$ cat src/rtl/data_mem_bhw_if.sv
// MEM-stage data memory bus: load/store request, registered load result and status.
interface data_mem_bhw_if #(
  parameter int unsigned B = 32,
  parameter int unsigned W = 5
);
  localparam int unsigned NB  = B / 8;
  localparam int unsigned OFF = $clog2(NB);
  localparam int unsigned AW  = W + OFF;

  logic          i_mem_read;
  logic          i_mem_write;
  logic [1:0]    i_size;
  logic          i_unsigned;
  logic [AW-1:0] i_addr;
  logic [B-1:0]  i_data;
  logic [B-1:0]  o_data;
  logic          o_ready;
  logic          o_misaligned;

  modport master (
    output i_mem_read, i_mem_write, i_size, i_unsigned, i_addr, i_data,
    input  o_data, o_ready, o_misaligned
  );

  modport slave (
    input  i_mem_read, i_mem_write, i_size, i_unsigned, i_addr, i_data,
    output o_data, o_ready, o_misaligned
  );
endinterface

$ cat src/rtl/data_mem_bhw.sv
// Byte-addressed data memory with lane stores, extending loads and a post-reset clear sequencer.
// Optional debug read port enabled by defining DATA_MEM_DEBUG_PORT_EN.
module data_mem_bhw #(
  parameter int unsigned B = 32,
  parameter int unsigned W = 5
) (
  input  logic           i_clk,
  input  logic           i_reset_n,
  data_mem_bhw_if.slave  bus
`ifdef DATA_MEM_DEBUG_PORT_EN
  ,
  input  logic [W-1:0]   i_dbg_addr,
  output logic [B-1:0]   o_dbg_data
`endif
);
  localparam int unsigned NB    = B / 8;
  localparam int unsigned OFF   = $clog2(NB);
  localparam int unsigned AW    = W + OFF;
  localparam int unsigned DEPTH = 2 ** W;
  localparam int unsigned SHW   = OFF + 3;

  typedef enum logic {ST_CLEAR, ST_IDLE} state_t;

  state_t         state_q, state_d;
  logic [W-1:0]   cnt_q, cnt_d;
  logic [B-1:0]   data_q, data_d;
  logic           mis_q, mis_d;
  logic           ready_q, ready_d;

  logic [B-1:0]   mem [DEPTH];

  logic [W-1:0]   idx;
  logic [OFF-1:0] off;
  logic [SHW-1:0] shamt;
  logic           aligned;
  logic [NB-1:0]  size_be;
  logic [B-1:0]   size_mask;
  logic           sign_bit;
  logic [B-1:0]   rd_shift;
  logic [B-1:0]   load_val;

  logic           wr_en;
  logic [W-1:0]   wr_idx;
  logic [NB-1:0]  wr_be;
  logic [B-1:0]   wr_data;

  assign idx      = bus.i_addr[AW-1:OFF];
  assign off      = bus.i_addr[OFF-1:0];
  assign shamt    = {off, 3'b000};
  assign rd_shift = mem[idx] >> shamt;

  // Size decode: lane mask, value mask and alignment check.
  always_comb begin
    size_be   = '1;
    size_mask = '1;
    sign_bit  = 1'b0;
    aligned   = 1'b0;
    case (bus.i_size)
      2'b00: begin
        size_be   = NB'(1);
        size_mask = B'(8'hFF);
        sign_bit  = rd_shift[7];
        aligned   = 1'b1;
      end
      2'b01: begin
        size_be   = NB'(3);
        size_mask = B'(16'hFFFF);
        sign_bit  = rd_shift[15];
        aligned   = (off[0] == 1'b0);
      end
      2'b10: begin
        size_be   = NB'(15);
        size_mask = B'(32'hFFFF_FFFF);
        sign_bit  = rd_shift[31];
        aligned   = (off[1:0] == 2'b00);
      end
      default: begin
        size_be   = '1;
        size_mask = '1;
        sign_bit  = 1'b0;
        aligned   = (B > 32) && (off == '0);
      end
    endcase
  end

  assign load_val = (rd_shift & size_mask) |
                    ((sign_bit && !bus.i_unsigned) ? ~size_mask : '0);

  // Next-state and access control.
  always_comb begin
    state_d = state_q;
    cnt_d   = cnt_q;
    data_d  = '0;
    mis_d   = 1'b0;
    ready_d = ready_q;
    wr_en   = 1'b0;
    wr_idx  = cnt_q;
    wr_be   = '1;
    wr_data = '0;
    case (state_q)
      ST_CLEAR: begin
        wr_en = 1'b1;
        cnt_d = cnt_q + W'(1);
        if (cnt_q == W'(DEPTH - 1)) begin
          state_d = ST_IDLE;
          ready_d = 1'b1;
        end
      end
      ST_IDLE: begin
        ready_d = 1'b1;
        if (bus.i_mem_read || bus.i_mem_write) begin
          if (!aligned) begin
            mis_d = 1'b1;
          end else if (bus.i_mem_write) begin
            wr_en   = 1'b1;
            wr_idx  = idx;
            wr_be   = size_be << off;
            wr_data = bus.i_data << shamt;
          end else begin
            data_d = load_val;
          end
        end
      end
      default: state_d = ST_CLEAR;
    endcase
  end

  always_ff @(posedge i_clk or negedge i_reset_n) begin
    if (!i_reset_n) begin
      state_q <= ST_CLEAR;
      cnt_q   <= '0;
      data_q  <= '0;
      mis_q   <= 1'b0;
      ready_q <= 1'b0;
    end else begin
      state_q <= state_d;
      cnt_q   <= cnt_d;
      data_q  <= data_d;
      mis_q   <= mis_d;
      ready_q <= ready_d;
    end
  end

  // Array has no reset; the clear sequencer zeroes it instead.
  always_ff @(posedge i_clk) begin
    if (wr_en) begin
      for (int i = 0; i < NB; i++) begin
        if (wr_be[i]) mem[wr_idx][i*8 +: 8] <= wr_data[i*8 +: 8];
      end
    end
  end

`ifdef DATA_MEM_DEBUG_PORT_EN
  logic [B-1:0] dbg_q;

  always_ff @(posedge i_clk or negedge i_reset_n) begin
    if (!i_reset_n) dbg_q <= '0;
    else            dbg_q <= (state_q == ST_IDLE) ? mem[i_dbg_addr] : '0;
  end

  assign o_dbg_data = dbg_q;
`endif

  assign bus.o_data       = data_q;
  assign bus.o_misaligned = mis_q;
  assign bus.o_ready      = ready_q;
endmodule

$ cat src/flat_wrapper.sv
// flat-port wrapper written by rule: the top's interface ports become plain ports
module data_mem_bhw_flat 
#(
  parameter int unsigned B = 32,
  parameter int unsigned W = 5
)
  (i_clk, i_reset_n, bus_i_mem_read, bus_i_mem_write, bus_i_size, bus_i_unsigned, bus_i_addr, bus_i_data, bus_o_data, bus_o_ready, bus_o_misaligned);
  data_mem_bhw_if #(.B(B), .W(W)) bus_i ();
  input  logic i_clk;
  input  logic i_reset_n;
  input wire logic [$bits(bus_i.i_mem_read)-1:0] bus_i_mem_read;
  input wire logic [$bits(bus_i.i_mem_write)-1:0] bus_i_mem_write;
  input wire logic [$bits(bus_i.i_size)-1:0] bus_i_size;
  input wire logic [$bits(bus_i.i_unsigned)-1:0] bus_i_unsigned;
  input wire logic [$bits(bus_i.i_addr)-1:0] bus_i_addr;
  input wire logic [$bits(bus_i.i_data)-1:0] bus_i_data;
  output wire logic [$bits(bus_i.o_data)-1:0] bus_o_data;
  output wire logic [$bits(bus_i.o_ready)-1:0] bus_o_ready;
  output wire logic [$bits(bus_i.o_misaligned)-1:0] bus_o_misaligned;
  assign bus_i.i_mem_read = bus_i_mem_read;
  assign bus_i.i_mem_write = bus_i_mem_write;
  assign bus_i.i_size = bus_i_size;
  assign bus_i.i_unsigned = bus_i_unsigned;
  assign bus_i.i_addr = bus_i_addr;
  assign bus_i.i_data = bus_i_data;
  assign bus_o_data = bus_i.o_data;
  assign bus_o_ready = bus_i.o_ready;
  assign bus_o_misaligned = bus_i.o_misaligned;
  data_mem_bhw #(.B(B), .W(W)) u_core (.i_clk(i_clk), .i_reset_n(i_reset_n), .bus(bus_i));
endmodule
$ cat config.mk
export PLATFORM = sky130hd
export DESIGN_NAME = data_mem_bhw_flat
export DESIGN_NICKNAME = d
export VERILOG_FILES = /design/src/rtl/data_mem_bhw_if.sv /design/src/rtl/data_mem_bhw.sv /design/src/flat_wrapper.sv
export SDC_FILE = /design/constraint.sdc
export NUM_CORES = 1
export LEC_CHECK = 0
export BUFFER_PORTS_ARGS = -buffer_cell sky130_fd_sc_hd__buf_2
export CAP_MARGIN = 20
export CORE_UTILIZATION = 60
export CTS_CLUSTER_SIZE = 30
export DETAILED_ROUTE_END_ITERATION = 10
export PLACE_DENSITY = 0.83
export SLEW_MARGIN = 20
export SYNTH_ARGS = -nofsm -noshare
export SYNTH_HDL_FRONTEND = slang
export SYNTH_SLANG_ARGS = --single-unit
$ cat constraint.sdc
create_clock -name i_clk -period 7.9 [get_ports i_clk]
set_input_delay 0.79 -clock i_clk [delete_from_list [all_inputs] [get_ports i_clk]]
set_output_delay 0.79 -clock i_clk [all_outputs]
set_load 0.01 [all_outputs]
==> flow_metrics.py, run 1 <==
metrics = {
    "status": {
        "status": "complete, no violations",
    },
    "cts": {
        "post-cts-setup-buffers": 0,
        "cts_buffer_depth": 3,
        "clk_latency_ns": 0.69,
        "clock-sinks": 1064,
        "clkSlewWorstSetupHoldPaths_ns": 0.06,
        "cts_tree": "done",
        "postCtsHoldBufs": 0,
        "numCtsBuffers": 99,
        "h-tree-depth": 3,
        "cts_root_buf": "clkbuf_16",
        "cts_resized": 0,
    },
    "worst_setup_path": {
        "critPathBufInv": 3,
        "ff2ff_path_depth": 5,
        "cp_top_family": "compound AO/OA/AOI/OAI gates",
        "r2r_start": "u_core.state_q",
        "critPathMaxStageDelay_ns": 0.91,
        "cp.arrival_ns": 4.70,
        "start_kind": "input pin",
        "cp_slowest_cell": "o21ai_0",
        "path_class": "input pin to flip-flop",
        "critical_path.most_common_cell": "buf_4",
        "critPathRequiredTime_ns": 8.20,
        "worst_r2r_endpoint": "u_core.mem[9][2]",
        "path_cells": "buf_2 -> buf_4 -> o21a_1 -> o22ai_1 -> nand3_2 -> buf_4 -> o21ai_0 -> nand2_1 -> nor2_1",
        "path_max_fanout": 51,
        "reg2reg_slack_ns": 4.08,
        "critPathCaptureType": "flip-flop",
    },
    "layout": {
        "num_antenna_cells": 0,
        "final_common_cell": "edfxtp_1",
        "layout_common_cells": "1024 x edfxtp_1, 247 x mux4_2, 146 x nor2_1",
        "stdcell_area_um2": 46900,
        "fin_nets": 2226,
        "final_util_pct": 68.0,
        "drive_above_1_share_pct": 27.5,
        "area_growth_pct": 11.4,
        "stdcell_count": 3191,
    },
    "power_and_ir_drop": {
        "ir_drop_mv": 0.186,
        "power_mw": 11.5,
        "p_leak_nw": 17.3,
        "power.density_nw_per_um2": 245,
    },
    "synthesis": {
        "synth_warnings": 0,
        "ys.flop_type": "edfxtp_1",
        "synth_edf_count": 1024,
        "postSynthAreaPerCell_um2": 20.2,
        "ys_seq_area_share_pct": 75.5,
        "netlist_instances": 2081,
        "ys_seq_elements": 1064,
        "async_flop_share_pct": 3.76,
        "synth_nets": 2129,
        "synth.distinct_cells": 53,
        "netlist_area_um2": 42100,
    },
    "timing": {
        "hold_viol": 0,
        "clock_skew_ns": 0.0305,
        "slew-limit-headroom_pct": 19.6,
        "fin_crit_sh_pct": 55.8,
        "rsz0062_at_grt": "no",
        "slew_violations": 0,
        "max_freq_ghz": 0.227,
        "fin_crit_ns": 4.41,
        "tns_ns": 0,
        "whs_ns": 0.283,
        "tightest_slew_ns": 1.20,
        "setup_slack_ns": 3.49,
        "setup_viol": 0,
    },
    "placement": {
        "post_dp_cell_area_um2": 43500,
        "dp_worst_setup_slack_ns": 2.90,
        "routabilityCongestion": 0.969,
        "numPortBuffers": 79,
        "placed_cells": 3007,
        "dp_hpwl_um": 63400,
    },
    "floorplanning": {
        "die_y_um": 267,
        "initial_core_util_pct": 61.0,
        "core_um2": 68900,
        "io_pins": 80,
        "rows": 96,
        "dieArea_um2": 71200,
        "die_width_um": 267,
    },
    "drt": {
        "wire_per_inst_um": 32.5,
        "via_per_inst": 7.00,
        "firstDrtPassIters": 7,
        "drt_iter0_drc": 3651,
        "wirelength_um": 104000,
        "ant_nets": 0,
        "drcViolationCount": 0,
        "vias": 22300,
    },
    "global_routing": {
        "grt_pass1_wl_um": 150000,
        "grt_overflow_total": 0,
        "grt_pass1_vias": 22200,
        "grt_use_total_pct": 29.7,
        "grt_max_degree": 94,
        "antenna_found_initial": 9,
    },
    "worst_hold_path": {
        "hp-class": "input pin to async pin",
    },
    "flow_run": {
        "maxCapViolCount": 0,
    },
}
[layer usage]
layer  vias up  GRT usage [%]  wire, um  share of wire, %
met5         -          0.901       138              0.13
met4        12           11.8      4300               4.1
met3       286           8.22     13600                13
met2      1784           44.7     47900                46
met1     11400           41.7     37700                36
li1       8791              -         -                 -
[worst register-to-register path: stages (launching register included)]
cell and delay, ns:
dfrtp_1 0.62, nand3_2 0.13, buf_4 0.35, o21ai_0 0.92, nand2_1 0.60, nor2_1 0.82
[power breakdown]
| part | total [mW] | leakage [nW] | internal (mW) | switching (mW) |
|---|---|---|---|---|
| sequential | 6.17 | 12.0 | 6.16 | 0.00838 |
| clock | 4.81 | 1.59 | 2.72 | 2.09 |
| combinational | 0.523 | 3.70 | 0.161 | 0.362 |
| total | 11.5 | 17.3 | 9.05 | 2.46 |
[cell usage after synthesis, drive strengths merged, types with 12 or more instances]
master	number	area, um^2
nor3	39	200
mux4	247	5560
a211oi	43	323
o221ai	12	105
mux2i	76	761
or2	13	81.3
nor2b	24	150
a22o	12	105
edfxtp	1024	30700
clkbuf	55	206
buf	80	572
a22oi	20	150
o21ai	14	70.1
a21oi	27	135
o22ai	43	269
nor2	162	608
dfrtp	40	1000
mux2	16	180
nand2	28	105
nand3	18	90.1
[registers in the layout (all words and copies together) (netlist names)]
| name | cells |
|---|---|
| u_core.mem | 1024 |
| u_core.bus.o_data | 32 |
| u_core.cnt_q | 5 |
| u_core.bus.o_misaligned | 1 |
| u_core.bus.o_ready | 1 |
| u_core.state_q | 1 |
[how the worst max path moves through the flow]
stage / startpoint / depth (start not counted) / to / slack [ns]
6_report: bus_i_addr[1] / 9 / u_core.mem[9][2] / 3.49
5_1_grt: bus_i_addr[2] / 9 / u_core.bus.o_data[13] / 3.39
4_1_cts: bus_i_addr[4] / 6 / u_core.mem[28][19] / 3.61
3_5_place_dp: bus_i_addr[4] / 6 / u_core.mem[28][10] / 2.90
3_3_place_gp: bus_i_addr[4] / 6 / u_core.mem[28][1] / 3.13
2_1_floorplan: bus_i_addr[0] / 6 / u_core.mem[0][31] / 3.80
[area by class of cell]
type	count	area, um^2
inverters	8	30.0
flip-flops and latches	1064	31800
clock buffers	119	2650
multi-input cells	874	9850
repair buffers	131	823
clock inverters	64	614
fillers	4094	22100
well taps	931	1160
[logic make-up (layout without fill, tap and decap cells)]
logic type / Yosys count / in the layout / synth area share, %
flops: 1064 / 1064 / 75.5
mux: 339 / 339 / 15.5
simple gates: 317 / 317 / 3.46
compound gates: 212 / 212 / 3.57
buf+inv: 143 / 322 / 1.92
xor+xnor: 4 / 4 / 0.0833
fa+ha+maj: 2 / 2 / 0.0595
Note: power is estimated with default switching activity, not from simulation.
==> run 2, diff against run 1 <==
==> constraint.sdc (replaced) <==
create_clock -name i_clk -period 4.4 [get_ports i_clk]
set_input_delay 0.44 -clock i_clk [delete_from_list [all_inputs] [get_ports i_clk]]
set_output_delay 0.44 -clock i_clk [all_outputs]
set_load 0.01 [all_outputs]
==> flow_metrics.py, run 2 (synthesis results as in run 1) <==
metrics = {
    "timing": {
        "slew_violations": 0,
        "clock_skew_ns": 0.0345,
        "fin_crit_ns": 4.21,
        "fin_crit_sh_pct": 95.6,
        "rsz0062_at_grt": "no",
        "tightest_slew_ns": 1.15,
        "setup_slack_ns": 0.193,
        "slew-limit-headroom_pct": 22.3,
        "hold_viol": 0,
        "max_freq_ghz": 0.238,
        "setup_viol": 0,
    },
    "worst_hold_path": {
        "hold_path_startpoint": "bus_i_mem_read",
        "hp-class": "input pin to flip-flop",
        "min_to": "u_core.bus.o_misaligned",
        "whs_path_depth": 3,
    },
    "cts": {
        "clkSlewWorstSetupHoldPaths_ns": 0.07,
        "clock-sinks": 1064,
        "cts_tree": "done",
        "cts_root_buf": "clkbuf_16",
        "cts_buffer_depth": 3,
        "cts_resized": 0,
        "clk_latency_ns": 0.67,
        "h-tree-depth": 3,
        "numCtsBuffers": 101,
    },
    "worst_setup_path": {
        "reg2reg_slack_ns": 0.31,
        "critPathCaptureType": "flip-flop",
        "cp.arrival_ns": 4.49,
        "start_kind": "input pin",
        "ff2ff_path_depth": 4,
        "path_max_fanout": 23,
        "path_class": "input pin to flip-flop",
        "r2r_start": "u_core.state_q",
        "critPathRequiredTime_ns": 4.68,
        "worst_r2r_endpoint": "u_core.mem[1][3]",
    },
    "status": {
        "status": "complete, no violations",
    },
    "drt": {
        "wire_per_inst_um": 32.8,
        "via_per_inst": 6.89,
        "drt_iter0_drc": 3637,
        "firstDrtPassIters": 9,
        "ant_nets": 0,
        "wirelength_um": 107000,
        "drcViolationCount": 0,
        "vias": 22500,
    },
    "global_routing": {
        "grt_pass1_vias": 22400,
        "grt_max_degree": 72,
        "grt_overflow_total": 0,
        "grt_use_total_pct": 30.7,
        "antenna_found_initial": 10,
        "grt_pass1_wl_um": 153000,
    },
    "layout": {
        "stdcell_area_um2": 47500,
        "layout_common_cells": "1024 x edfxtp_1, 247 x mux4_2, 146 x nor2_1",
        "drive_above_1_share_pct": 28.5,
        "regMostFlops": "u_core.mem",
        "final_util_pct": 68.8,
        "largest_reg_flops": 1024,
        "final_common_cell": "edfxtp_1",
        "area_growth_pct": 12.8,
        "fill_cells": 4051,
        "stdcell_count": 3267,
        "fin_nets": 2301,
    },
    "floorplanning": {
        "core_um2": 68900,
        "dieArea_um2": 71200,
        "die_width_um": 267,
        "initial_core_util_pct": 61.0,
        "rows": 96,
        "io_pins": 80,
        "die_y_um": 267,
    },
    "placement": {
        "numPortBuffers": 79,
        "post_dp_cell_area_um2": 44100,
        "placed_cells": 3080,
        "dp_worst_setup_slack_ns": -0.104,
        "dp_hpwl_um": 67100,
        "routabilityCongestion": 0.992,
    },
    "power_and_ir_drop": {
        "power_mw": 20.8,
        "p_leak_nw": 17.7,
        "power.density_nw_per_um2": 438,
        "ir_drop_mv": 0.366,
    },
    "flow_run": {
        "maxCapViolCount": 0,
    },
}
-- run 2: cell type report --
cell class | count | area (um^2) | area share (%)
diodes | 3 | 7.51 | 0.0158
clock buffers | 119 | 2660 | 5.60
clock inverters | 64 | 674 | 1.42
inverters | 8 | 30.0 | 0.0633
multi-input cells | 874 | 9740 | 20.5
flip-flops and latches | 1064 | 31800 | 66.9
well taps | 931 | 1160 | 2.45
repair buffers | 204 | 1430 | 3.02
-- run 2: report_power, final --
group	internal [mW]	switching, mW	total, mW
Clock	5.07	3.65	8.72
Combinational	0.319	0.673	0.992
Sequential	11.1	0.0137	11.1
-- run 2: worst max-delay path: stages --
cell     delay, ns
buf_2         0.14
o21a_1        0.18
o22ai_1       0.61
nand3_2       0.60
o21ai_0       1.10
nand2_1       0.60
nor2_1        0.80
-- run 2: timing repair --
item | CTS | global route
setup buffers | 0 | 0
endpoints found under the hold margin | 40 | 0
hold buffers | 1 | 0
-- run 2: layer usage --
metal	vias up	global-route usage, %	part of all wire, %
met5	-	0	0.033
met4	4	12.4	4.5
met3	314	9.72	14
met2	1879	47.5	47
met1	11400	41.1	35
li1	8932	-	-
-- run 2: worst max-delay path by stage --
| stage | from | to | cells past startpoint |
|---|---|---|---|
| 5_1_grt | bus_i_size[0] | u_core.mem[21][20] | 7 |
| 3_5_place_dp | bus_i_size[0] | u_core.mem[17][13] | 7 |
| 6_report | bus_i_size[0] | u_core.mem[1][3] | 7 |
| 2_1_floorplan | bus_i_addr[0] | u_core.mem[0][31] | 6 |
| 3_3_place_gp | bus_i_size[0] | u_core.mem[9][11] | 7 |
| 4_1_cts | u_core.state_q | u_core.mem[13][13] | 4 |
-- run 2: through the flow --
step,hold WS (ns),setup TNS (ns)
final,0.102,0
after global routing,0.117,0
after CTS,0.0617,0
after detailed placement,0.525,-8.77
after global placement,0.525,0
after floorplan,0.144,0
